==> config.mk <==
export PLATFORM = sky130hd
export DESIGN_NAME = attrib_palette_ctl
export DESIGN_NICKNAME = d
export VERILOG_FILES = /design/src/rtl/attrib_pkg.sv /design/src/rtl/attrib_blink_gen.sv /design/src/rtl/attrib_palette_ctl.sv
export SDC_FILE = /design/constraint.sdc
export NUM_CORES = 1
export LEC_CHECK = 0
export ABC_AREA = 0
export BUFFER_PORTS_ARGS = -buffer_cell sky130_fd_sc_hd__buf_4
export CAP_MARGIN = 20
export CORE_AREA = 4 4 210 130
export CTS_CLUSTER_SIZE = 14
export DETAILED_ROUTE_END_ITERATION = 8
export DIE_AREA = 0 0 214 134
export PLACE_DENSITY = 0.38
export SYNTH_ARGS = -nofsm -noshare
export SYNTH_HDL_FRONTEND = slang
export SYNTH_SLANG_ARGS = --single-unit
==> constraint.sdc <==
create_clock -name clk -period 11.1 [get_ports clk]
set_input_delay 2.22 -clock clk [delete_from_list [all_inputs] [get_ports clk]]
set_output_delay 2.22 -clock clk [all_outputs]
set_load 0.05 [all_outputs]
==> src/rtl/attrib_pkg.sv <==
// Shared constants for the attribute/palette stage: register map, flip-flop states, MODE bits.
// Latency: n/a (declarations only).
// Backpressure: n/a.
package attrib_pkg;

    localparam logic [4:0] REG_MODE       = 5'h10;
    localparam logic [4:0] REG_OVERSCAN   = 5'h11;
    localparam logic [4:0] REG_PLANE_EN   = 5'h12;

    // MODE register bit that selects attribute bit 7 as blink instead of bright background
    localparam int         MODE_BLINK_BIT = 3;

    typedef enum logic {
        FF_INDEX = 1'b0,
        FF_DATA  = 1'b1
    } ff_state_t;

endpackage

==> src/rtl/attrib_blink_gen.sv <==
// Counts vsync rising edges and produces the cursor and character blink phases.
// Latency: phases update on the pix_ce cycle that samples the vsync rising edge.
// Backpressure: all state holds while pix_ce is low.
module attrib_blink_gen #(
    parameter int CURSOR_FRAMES = 8,
    parameter int CNT_W         = 4
) (
    input  logic clk,
    input  logic reset,
    input  logic pix_ce,
    input  logic vsync,
    output logic cursor_ph,
    output logic char_ph
);

    logic             vsync_q;
    logic [CNT_W-1:0] frame_cnt;
    logic             vsync_rise;

    assign vsync_rise = pix_ce & vsync & ~vsync_q;

    // Frame counter; character blink runs at half the cursor rate by toggling on cursor 0->1
    always_ff @(posedge clk or posedge reset) begin
        if (reset) begin
            vsync_q   <= 1'b0;
            frame_cnt <= '0;
            cursor_ph <= 1'b0;
            char_ph   <= 1'b0;
        end else if (pix_ce) begin
            vsync_q <= vsync;
            if (vsync_rise) begin
                if (frame_cnt == CNT_W'(CURSOR_FRAMES - 1)) begin
                    frame_cnt <= '0;
                    cursor_ph <= ~cursor_ph;
                    if (!cursor_ph) begin
                        char_ph <= ~char_ph;
                    end
                end else begin
                    frame_cnt <= frame_cnt + 1'b1;
                end
            end
        end
    end

endmodule

==> src/rtl/attrib_palette_ctl.sv <==
// Attribute stage: text/graphics pixel -> 4-bit index -> palette colour, with sync/DE kept aligned.
// Latency: 2 pix_ce cycles from pixel inputs to pix_out/hsync_out/vsync_out/de_out.
// Backpressure: pipeline holds while pix_ce is low; bus writes are accepted every cycle.
module attrib_palette_ctl
    import attrib_pkg::*;
#(
    parameter int COLOR_W       = 6,
    parameter int CURSOR_FRAMES = 8,
    parameter int CNT_W         = 4
) (
    input  logic               clk,
    input  logic               reset,
    input  logic               pix_ce,
    input  logic               bus_wr,
    input  logic [7:0]         bus_din,
    input  logic               ff_clr,
    input  logic [7:0]         att_byte,
    input  logic               pix_in,
    input  logic [3:0]         pix_gfx,
    input  logic               grph_mode,
    input  logic               cursor,
    input  logic               display_enable,
    input  logic               hsync,
    input  logic               vsync,
    output logic [COLOR_W-1:0] pix_out,
    output logic               hsync_out,
    output logic               vsync_out,
    output logic               de_out
);

    ff_state_t          ff_q, ff_d;
    logic               wr_en;
    logic [4:0]         reg_idx;
    logic               pas;
    logic [COLOR_W-1:0] palette [16];
    logic               blink_en;
    logic [COLOR_W-1:0] overscan;
    logic [3:0]         plane_en;

    logic               cursor_ph, char_ph;
    logic [3:0]         bg, idx_next;
    logic               hidden, dot;

    logic [3:0]         idx_s1;
    logic               use_os_s1, hs_s1, vs_s1, de_s1;

    // Upper data bits only matter for wider palettes / the unused index-write bits
    logic               unused_din;
    assign unused_din = &{1'b0, bus_din[7:6]};

    // A status-register read (ff_clr) wins over and swallows a same-cycle write
    assign wr_en = bus_wr & ~ff_clr;

    attrib_blink_gen #(
        .CURSOR_FRAMES(CURSOR_FRAMES),
        .CNT_W        (CNT_W)
    ) u_blink (
        .clk      (clk),
        .reset    (reset),
        .pix_ce   (pix_ce),
        .vsync    (vsync),
        .cursor_ph(cursor_ph),
        .char_ph  (char_ph)
    );

    // Index/data flip-flop state register
    always_ff @(posedge clk or posedge reset) begin
        if (reset) ff_q <= FF_INDEX;
        else       ff_q <= ff_d;
    end

    // Flip-flop next state: clear to INDEX, otherwise alternate on each write
    always_comb begin
        ff_d = ff_q;
        if (ff_clr) begin
            ff_d = FF_INDEX;
        end else if (bus_wr) begin
            ff_d = (ff_q == FF_INDEX) ? FF_DATA : FF_INDEX;
        end
    end

    // Register file: index/PAS latch in INDEX phase, register write in DATA phase
    always_ff @(posedge clk or posedge reset) begin
        if (reset) begin
            reg_idx  <= '0;
            pas      <= 1'b0;
            blink_en <= 1'b1;
            overscan <= '0;
            plane_en <= 4'hF;
            for (int i = 0; i < 16; i++) begin
                palette[i] <= COLOR_W'(i);
            end
        end else if (wr_en) begin
            if (ff_q == FF_INDEX) begin
                reg_idx <= bus_din[4:0];
                pas     <= bus_din[5];
            end else if (!reg_idx[4]) begin
                palette[reg_idx[3:0]] <= bus_din[COLOR_W-1:0];
            end else begin
                case (reg_idx)
                    REG_MODE:     blink_en <= bus_din[MODE_BLINK_BIT];
                    REG_OVERSCAN: overscan <= bus_din[COLOR_W-1:0];
                    REG_PLANE_EN: plane_en <= bus_din[3:0];
                    default:      ;
                endcase
            end
        end
    end

    // Colour index from graphics pixel or text dot/attribute/cursor/blink
    always_comb begin
        bg       = blink_en ? {1'b0, att_byte[6:4]} : att_byte[7:4];
        hidden   = blink_en & att_byte[7] & char_ph & ~cursor;
        dot      = (pix_in & ~hidden) | (cursor & cursor_ph);
        idx_next = dot ? att_byte[3:0] : bg;
        if (grph_mode) begin
            idx_next = pix_gfx & plane_en;
        end
    end

    // Stage 1: register index, overscan select and timing signals
    always_ff @(posedge clk or posedge reset) begin
        if (reset) begin
            idx_s1    <= '0;
            use_os_s1 <= 1'b0;
            hs_s1     <= 1'b0;
            vs_s1     <= 1'b0;
            de_s1     <= 1'b0;
        end else if (pix_ce) begin
            idx_s1    <= idx_next;
            use_os_s1 <= ~display_enable | ~pas;
            hs_s1     <= hsync;
            vs_s1     <= vsync;
            de_s1     <= display_enable;
        end
    end

    // Stage 2: blank during sync, overscan outside display or when palette access is off
    always_ff @(posedge clk or posedge reset) begin
        if (reset) begin
            pix_out   <= '0;
            hsync_out <= 1'b0;
            vsync_out <= 1'b0;
            de_out    <= 1'b0;
        end else if (pix_ce) begin
            if (hs_s1 | vs_s1)  pix_out <= '0;
            else if (use_os_s1) pix_out <= overscan;
            else                pix_out <= palette[idx_s1];
            hsync_out <= hs_s1;
            vsync_out <= vs_s1;
            de_out    <= de_s1;
        end
    end

endmodule

== Word-level counts from Yosys, hierarchy flattened ==
Cells that the tools add are included.

* Bitwise logic cells: 24
* Multiplexer cells: 15
* Equality and inequality tests: 4
* Reduce and logical (&&, ||, !) cells: 10
* $lt $le $gt $ge: 3
* $add $sub $neg: 1

{| class="wikitable"
|+ Operators with widths
! kind !! count
|-
| 96-bit bitwise mux || 1
|-
| 6-bit two-way mux || 5
|-
| 6-bit binary-select mux with 4-bit select || 1
|-
| 6-bit demux with 4-bit select || 1
|-
| 4-bit two-way mux || 4
|-
| 4-bit AND reduction || 4
|-
| 5-bit equality test (second input constant) || 3
|-
| 5-bit greater-or-equal comparator (second input constant) || 2
|-
| 1-bit inverter || 10
|-
| 4-bit inverter with 5-bit output || 2
|-
| 1-bit bitwise AND || 8
|-
| 3-bit AND reduction || 2
|-
| 5-bit by 1-bit less-than comparator with 1-bit output (second input constant) || 1
|-
| 4-bit by 1-bit adder with 4-bit output (second input constant) || 1
|-
| 4-bit bitwise AND || 1
|-
| 4-bit by 3-bit equality test with 1-bit output (second input constant) || 1
|-
| 2-bit AND reduction || 2
|-
| 1-bit two-way mux || 3
|-
| 1-bit bitwise OR || 3
|-
| 2-bit nonzero test || 1
|-
| 1-bit logical AND || 1
|}

* Register bits after elaboration: 137
* Logic and storage cells: 91
* Input bits: 31
* Output and inout bits: 9

== Depth between registers and ports, before layout ==
Gate-level depths: netlist (run 1).

* Depth after elaboration: 8
* Depth in mapped cells: 6
* Mapped depth without buffers: 4

== Modules after synthesis ==
From an unflattened synthesis (run 1), not the netlist that was laid out.

* Cell total of the unflattened synthesis: 449
* Area, all modules: 6339.8 sq um

{| class="wikitable"
|+ By module, submodules not included
! module !! area each (sq um) !! instances !! cells each
|-
| attrib_palette_ctl || 6017.0 || 1 || 420
|-
| attrib_blink_gen || 322.8 || 1 || 29
|}

== Least setup slack after synthesis (run 1) ==
Ideal clock, no wire load.

* Path kind: input port to flip-flop
* Start: in ff_clr
* End: reg palette[28] (netlist name)
* Setup time: 0.125 ns
* Arrival time: 3.363 ns
* Stages on the path: 5
* Path buffers: 1
* Slack: 7.612 ns
* Cell sequence: nand4bb_1 > nor3b_2 > and3_1 > buf_4 > mux2_2

* Word-level cells in the longest chain between the ends: 3

{| class="wikitable"
|+ RTL lines
! item !! line !! source
|-
| from (decl) || attrib_palette_ctl.sv:16 || <nowiki>input logic ff_clr,</nowiki>
|-
| 1-bit inverter || attrib_palette_ctl.sv:52 || <nowiki>assign wr_en = bus_wr & ~ff_clr;</nowiki>
|-
| 1-bit bitwise AND || attrib_palette_ctl.sv:52 ||
|-
| 3-bit AND reduction (no source line) || -- ||
|-
| to (signal, indexed assignment) || attrib_palette_ctl.sv:91 || <nowiki>palette[i] <= COLOR_W'(i);</nowiki>
|-
| to (signal, indexed assignment) || attrib_palette_ctl.sv:98 || <nowiki>palette[reg_idx[3:0]] <= bus_din[COLOR_W-1:0];</nowiki>
|-
| to (decl) || attrib_palette_ctl.sv:35 || <nowiki>logic [COLOR_W-1:0] palette [16];</nowiki>
|}

Every way passes these cells.
A chain may end at the register's enable or synchronous reset.

== Final worst setup path (run 1) ==
* Start: in ff_clr
* End: reg palette[29] (netlist name)

The elaborated chain is that of the path after synthesis.

==> results.toml, run 1 <==
[floorplan]
start_util_pct = 25.0
core_area_um2 = 25200
core.rowCount = 45
dieHeight_um = 134
die_w_um = 214
io_pins = 40
die-area_um2 = 28700

[timing]
fin_skew_ns = 0.00615
period_share_pct = 31.6
maxSlewViolCount = 0
tightest_slew_ns = 1.06
rsz0062_at_grt = "no"
slew_headroom_pct = 29.5
hold_violations = 0
fmax_mhz = 285
setup_viol = 0
period_minus_slack_ns = 3.51
layout_setup_ws_ns = 7.59
tns_ns = 0

[cells_and_area]
final_layout_size_suffix_gt1_share_pct = 52.7
fillers = 2527
fin_area_um2 = 7460
layout_common_cells = "mux2_2 (115), dfrtp_1 (99), buf_4 (41)"
fin_util_pct = 29.6
final_common_cell = "mux2_2"
nets = 499
syn2layout_area_growth_pct = 18.8

[flow_run]
maxCapViolCount = 0

[worst_hold_path]
worstHoldStart = "pas"
holdPathEnd = "use_os_s1"
hp-class = "flop to flop"
hold_depth = 1

[synth]
ys_seq_elements = 137
synthSimpleGateAreaFrac_pct = 6.52
synth_edf_count = 0
netlist_area_um2 = 6280
ys.flop_type = "dfrtp_1"
synth.net_count = 462
synth_compound_area_share_pct = 3.13
synth_top_family_by_area = "multiplexers"
synth-adder-area-share_pct = 0.199
synthMuxAreaShare_pct = 32.1
synth.distinct_cells = 39
avgSynthCellArea_um2 = 14.6
synthCells = 430
ys_seq_area_share_pct = 55.3
async_flop_share_pct = 100
synth_xor_area_share_pct = 0.558
yosysWarnings = 0

[clock_network]
max-clock-path-buffers = 2
cts_buffers = 17
cts_setup_buffers = 0
clock_sink_count = 137
clkLatencyLatePin_ns = 0.43
holdBufCountCts = 0
cts_root_buf = "clkbuf_16"
clk_pin_slew_worst_paths_ns = 0.06
ctsHtreeMaxLevel = 4
cts_resized = 0
cts_tree = "built"

[routing]
remaining_drc_errors = 0
avgViaCountPerCell = 4.55
wire_per_inst_um = 19.8
drtIter0Drc = 152
top_layer_used = "met4"
route.met2.wl_um = 7100
first_pass_iters = 4
ant_nets = 0
met3WireLength_um = 553
via_count = 3689
wl_um = 16000
wirelength_met1_um = 8130

[placement]
gp_congestion = 0.728
port-buffer-count = 37
dp_hpwl_um = 10700
place_ws_ns = 7.14
place_area_um2 = 6900

[grt]
grt_pass1_wl_um = 25300
overflow = 0
grt_max_degree = 96
grt_util_all_layers_pct = 11.9
grt_pass1_vias = 4063
antenna_found_initial = 0

[critical_path]
path_max_fanout = 6
cp.arrival_ns = 3.81
reg2reg_setup_slack_ns = 8.65
crit_path_start_kind = "input port"
rr_endpoint = "pix_out[0]"
r2r.worst_path.cells = 5
path_class = "input port to flop"
r2r_start = "idx_s1[0]"
critPathCaptureType = "flop"
required_ns = 11.41

[pwr]
vdd_drop_max_mv = 0.0845
total_power_uw = 1380
leakage_uw = 0.00330
power_density_nw_per_um2 = 185

[status]
outcome = "finished clean"
-- registers in the layout, summed over array words and instances (netlist names) --
name	count
use_os_s1	1
plane_en	4
de_out	1
blink_en	1
u_blink.vsync_q	1
idx_s1	4
pix_out	6
overscan	6
u_blink.frame_cnt	4
u_blink.char_ph	1
reg_idx	5
palette	96
ff_q	1
u_blink.cursor_ph	1
de_s1	1
hs_s1	1
vsync_out	1
pas	1
hsync_out	1
-- metal layers --
metal,vias up,global-route usage [%]
li1,1679,-
met1,1962,16.9
met2,33,17.7
met3,15,2.90
met4,0,3.99
met5,-,0
-- layout make-up --
| cell class | count | area [um2] | area share [%] |
|---|---|---|---|
| Clock buffer | 22 | 464 | 6.22 |
| Multi-Input combinational cell | 263 | 2670 | 35.8 |
| Clock inverter | 10 | 100 | 1.34 |
| Antenna cell | 1 | 2.50 | 0.0335 |
| Timing Repair Buffer | 41 | 308 | 4.12 |
| Sequential cell | 137 | 3480 | 46.6 |
| Tap cell | 329 | 412 | 5.52 |
| Inverter | 7 | 31.3 | 0.419 |
-- worst max-delay path by stage --
| stage | startpoint | to | cells after the start |
|---|---|---|---|
| detailed placement | ff_clr | palette[29] | 5 |
| global route | ff_clr | palette[29] | 5 |
| global placement | ff_clr | palette[53] | 5 |
| floorplan | reset | de_out | 1 |
| CTS | ff_clr | palette[26] | 5 |
| finish | ff_clr | palette[29] | 5 |
-- through the flow --
step / hold WS (ns) / instances
after floorplan: 0.433 / 430
after global placement: 0.472 / 777
after detailed placement: 0.486 / 777
after CTS: 0.498 / 809
after global routing: 0.510 / 809
final: 0.492 / 810
-- critical path, cell delays in order --
cell       delay [ns]
buf_4            0.12
nand4bb_1        0.29
nor3b_2          0.36
and3_1           0.43
mux2_2           0.38
-- cells in the mapped netlist, drive strengths merged, types with 2 or more instances --
cell | count | area [um2]
a21oi | 5 | 25.0
and3 | 2 | 12.5
buf | 12 | 68.8
clkbuf | 11 | 41.3
dfrtp | 100 | 2500
dfstp | 37 | 972
inv | 7 | 26.3
mux2 | 119 | 1340
mux2i | 18 | 180
mux4 | 22 | 495
nand2 | 26 | 97.6
nand3 | 18 | 95.1
nand3b | 5 | 37.5
nor2 | 4 | 15.0
nor2b | 2 | 12.5
nor3 | 3 | 20.0
nor3b | 4 | 45.1
o21ai | 5 | 25.0
o21bai | 6 | 45.0
o221ai | 6 | 52.6
o22a | 4 | 35.0
xnor2 | 2 | 17.5
xor2 | 2 | 17.5
-- power breakdown --
part / switching [uW] / internal, uW
clock network: 210 / 339
registers: 50.4 / 587
logic: 90.7 / 105
-- cell families after synthesis --
family,after synthesis
xor+xnor,4
fa+ha+maj,1
compound gates,28
simple gates,71
buf+inv,30
flops,137
mux,159
No activity file was read; power rests on OpenSTA's default activity.
==> run 2: changes to the inputs <==
==> constraint.sdc (replaced) <==
create_clock -name clk -period 3.65 [get_ports clk]
set_input_delay 0.73 -clock clk [delete_from_list [all_inputs] [get_ports clk]]
set_output_delay 0.73 -clock clk [all_outputs]
set_load 0.05 [all_outputs]
==> run 2 against run 1 <==
  * Critical path depth shrank 1
  * Final cell count up 0.37%
  * Register-to-register slack worse by 7.2 ns
  * Hold slack barely moved
  * Die area unchanged
  * Setup slack got worse by 6.1 ns
  * Combinational power rose to 3.0 times the previous value
  * Global-route usage fell by 0.26 points
  * Final area rose by 1.1%
  * Clock power rose to 3.2 times the previous value
  * Sequential power rose to 3.1 times the previous value
  * Critical path type is now flop to flop
  * Largest power group unchanged
==> results.toml, run 2 (same netlist as run 1, synthesis figures left out) <==
[status]
outcome = "finished clean"

[critical_path]
reg2reg_setup_slack_ns = 1.49
rr_endpoint = "pix_out[0]"
required_ns = 3.93
path_max_fanout = 14
r2r_start = "idx_s1[0]"
cp.arrival_ns = 2.44
crit_path_start_kind = "flop"
path_class = "flop to flop"
critPathCaptureType = "flop"
r2r.worst_path.cells = 4

[worst_hold_path]
hp-class = "flop to flop"
holdPathEnd = "palette[51]"
worstHoldStart = "palette[51]"
hold_depth = 1

[flow_run]
maxCapViolCount = 0

[routing]
ant_nets = 0
avgViaCountPerCell = 4.52
remaining_drc_errors = 0
via_count = 3675
drtIter0Drc = 126
first_pass_iters = 5
wire_per_inst_um = 19.6
wl_um = 15900

[cells_and_area]
final_layout_size_suffix_gt1_share_pct = 53.5
largestRegisters = "palette: 96 flops, overscan: 6 flops, pix_out: 6 flops"
final_common_cell = "mux2_2"
final_cells = 813
fillers = 2507
diodes = 0
largest_register_ffs = 96
layout_common_cells = "mux2_2 (115), dfrtp_1 (99), buf_4 (44)"
syn2layout_area_growth_pct = 20.1
regMostFlops = "palette"
nets = 503

[pwr]
leakage_uw = 0.00332
total_power_uw = 4310
power_density_nw_per_um2 = 571
vdd_drop_max_mv = 0.289

[clock_network]
cts_tree = "built"
max-clock-path-buffers = 2
holdBufCountCts = 0
cts_setup_buffers = 0
ctsHtreeMaxLevel = 4
cts_root_buf = "clkbuf_16"
cts_resized = 0
clock_sink_count = 137
clk_pin_slew_worst_paths_ns = 0.06
clkLatencyLatePin_ns = 0.41
cts_buffers = 17

[timing]
tightest_slew_ns = 0.984
maxSlewViolCount = 0
period_share_pct = 59.2
setup_viol = 0
rsz0062_at_grt = "no"
tns_ns = 0
period_minus_slack_ns = 2.16
hold_violations = 0
slew_headroom_pct = 34.3
fin_skew_ns = 0.00743
fmax_mhz = 463

[grt]
grt_max_degree = 42
overflow = 0
grt_pass1_vias = 3966
grt_pass1_wl_um = 24900
antenna_found_initial = 0
grt_util_all_layers_pct = 11.6

[floorplan]
io_pins = 40
start_util_pct = 25.0
core.rowCount = 45
core_area_um2 = 25200
dieHeight_um = 134
die_w_um = 214
die-area_um2 = 28700

[placement]
dp_hpwl_um = 11100
dp_cells = 781
port-buffer-count = 37
gp_congestion = 0.707
[run 2: cell types whose count changed in the layout (fill, tap and decap cells not counted)]
cell        previous run  this run
buf_12                 0         1
bufinv_16              2         3
clkinvlp_4             0         5
buf_4                 41        44
clkbuf_1               3         1
clkinv_2               8         4
diode_2                1         0
inv_6                  1         0
clkinv_4               0         1
[run 2: worst max-delay path by stage]
stage                     startpoint     endpoint  slack (ns)
after floorplan                reset       de_out        1.24
after global placement        ff_clr  palette[28]        1.20
after detailed placement      ff_clr  palette[29]        1.19
after CTS                  idx_s1[0]   pix_out[5]        1.45
after global routing       idx_s1[0]   pix_out[1]        1.37
final                      idx_s1[0]   pix_out[0]        1.49
[run 2: worst max-delay path, stage by stage, from the launching register on]
cell	delay, ns
dfrtp_2	0.68
mux4_2	0.57
mux2i_1	0.42
o221ai_1	0.17
o21bai_1	0.18
[run 2: layout make-up]
class                      instances  area, um2  area share (%)
sequential                       137       3480            46.1
clock inverter                    12        149            1.97
tap                              329        412            5.46
inverter                           7       30.0           0.398
timing repair buffer              45        350            4.64
multi-input combinational        263       2670            35.4
clock buffer                      20        457            6.06
[run 2: layer usage]
| layer | vias up | global-route usage [%] | wire [um] |
|---|---|---|---|
| li1 | 1675 | - | - |
| met1 | 1934 | 17.3 | 8060 |
| met2 | 55 | 16.8 | 6980 |
| met3 | 11 | 2.78 | 748 |
| met4 | 0 | 3.06 | 151 |
| met5 | - | 0 | 0 |
[run 2: where the power goes]
part | switching, uW | total, uW | leakage, uW | internal, uW
Sequential | 166 | 1950 | 0.00171 | 1790
Combinational | 268 | 591 | 0.00132 | 324
Clock | 661 | 1770 | 0.000288 | 1110
[run 2: stage by stage]
stage	cell area (um2)	hold slack [ns]	setup slack, ns	util (%)
after floorplan	6280	0.433	1.24	-
after global placement	6940	0.471	1.20	27.6
after detailed placement	6940	0.480	1.19	27.6
after CTS	7540	0.478	1.45	30.0
after global routing	7540	0.478	1.37	30.0
final	7540	0.492	1.49	30.0
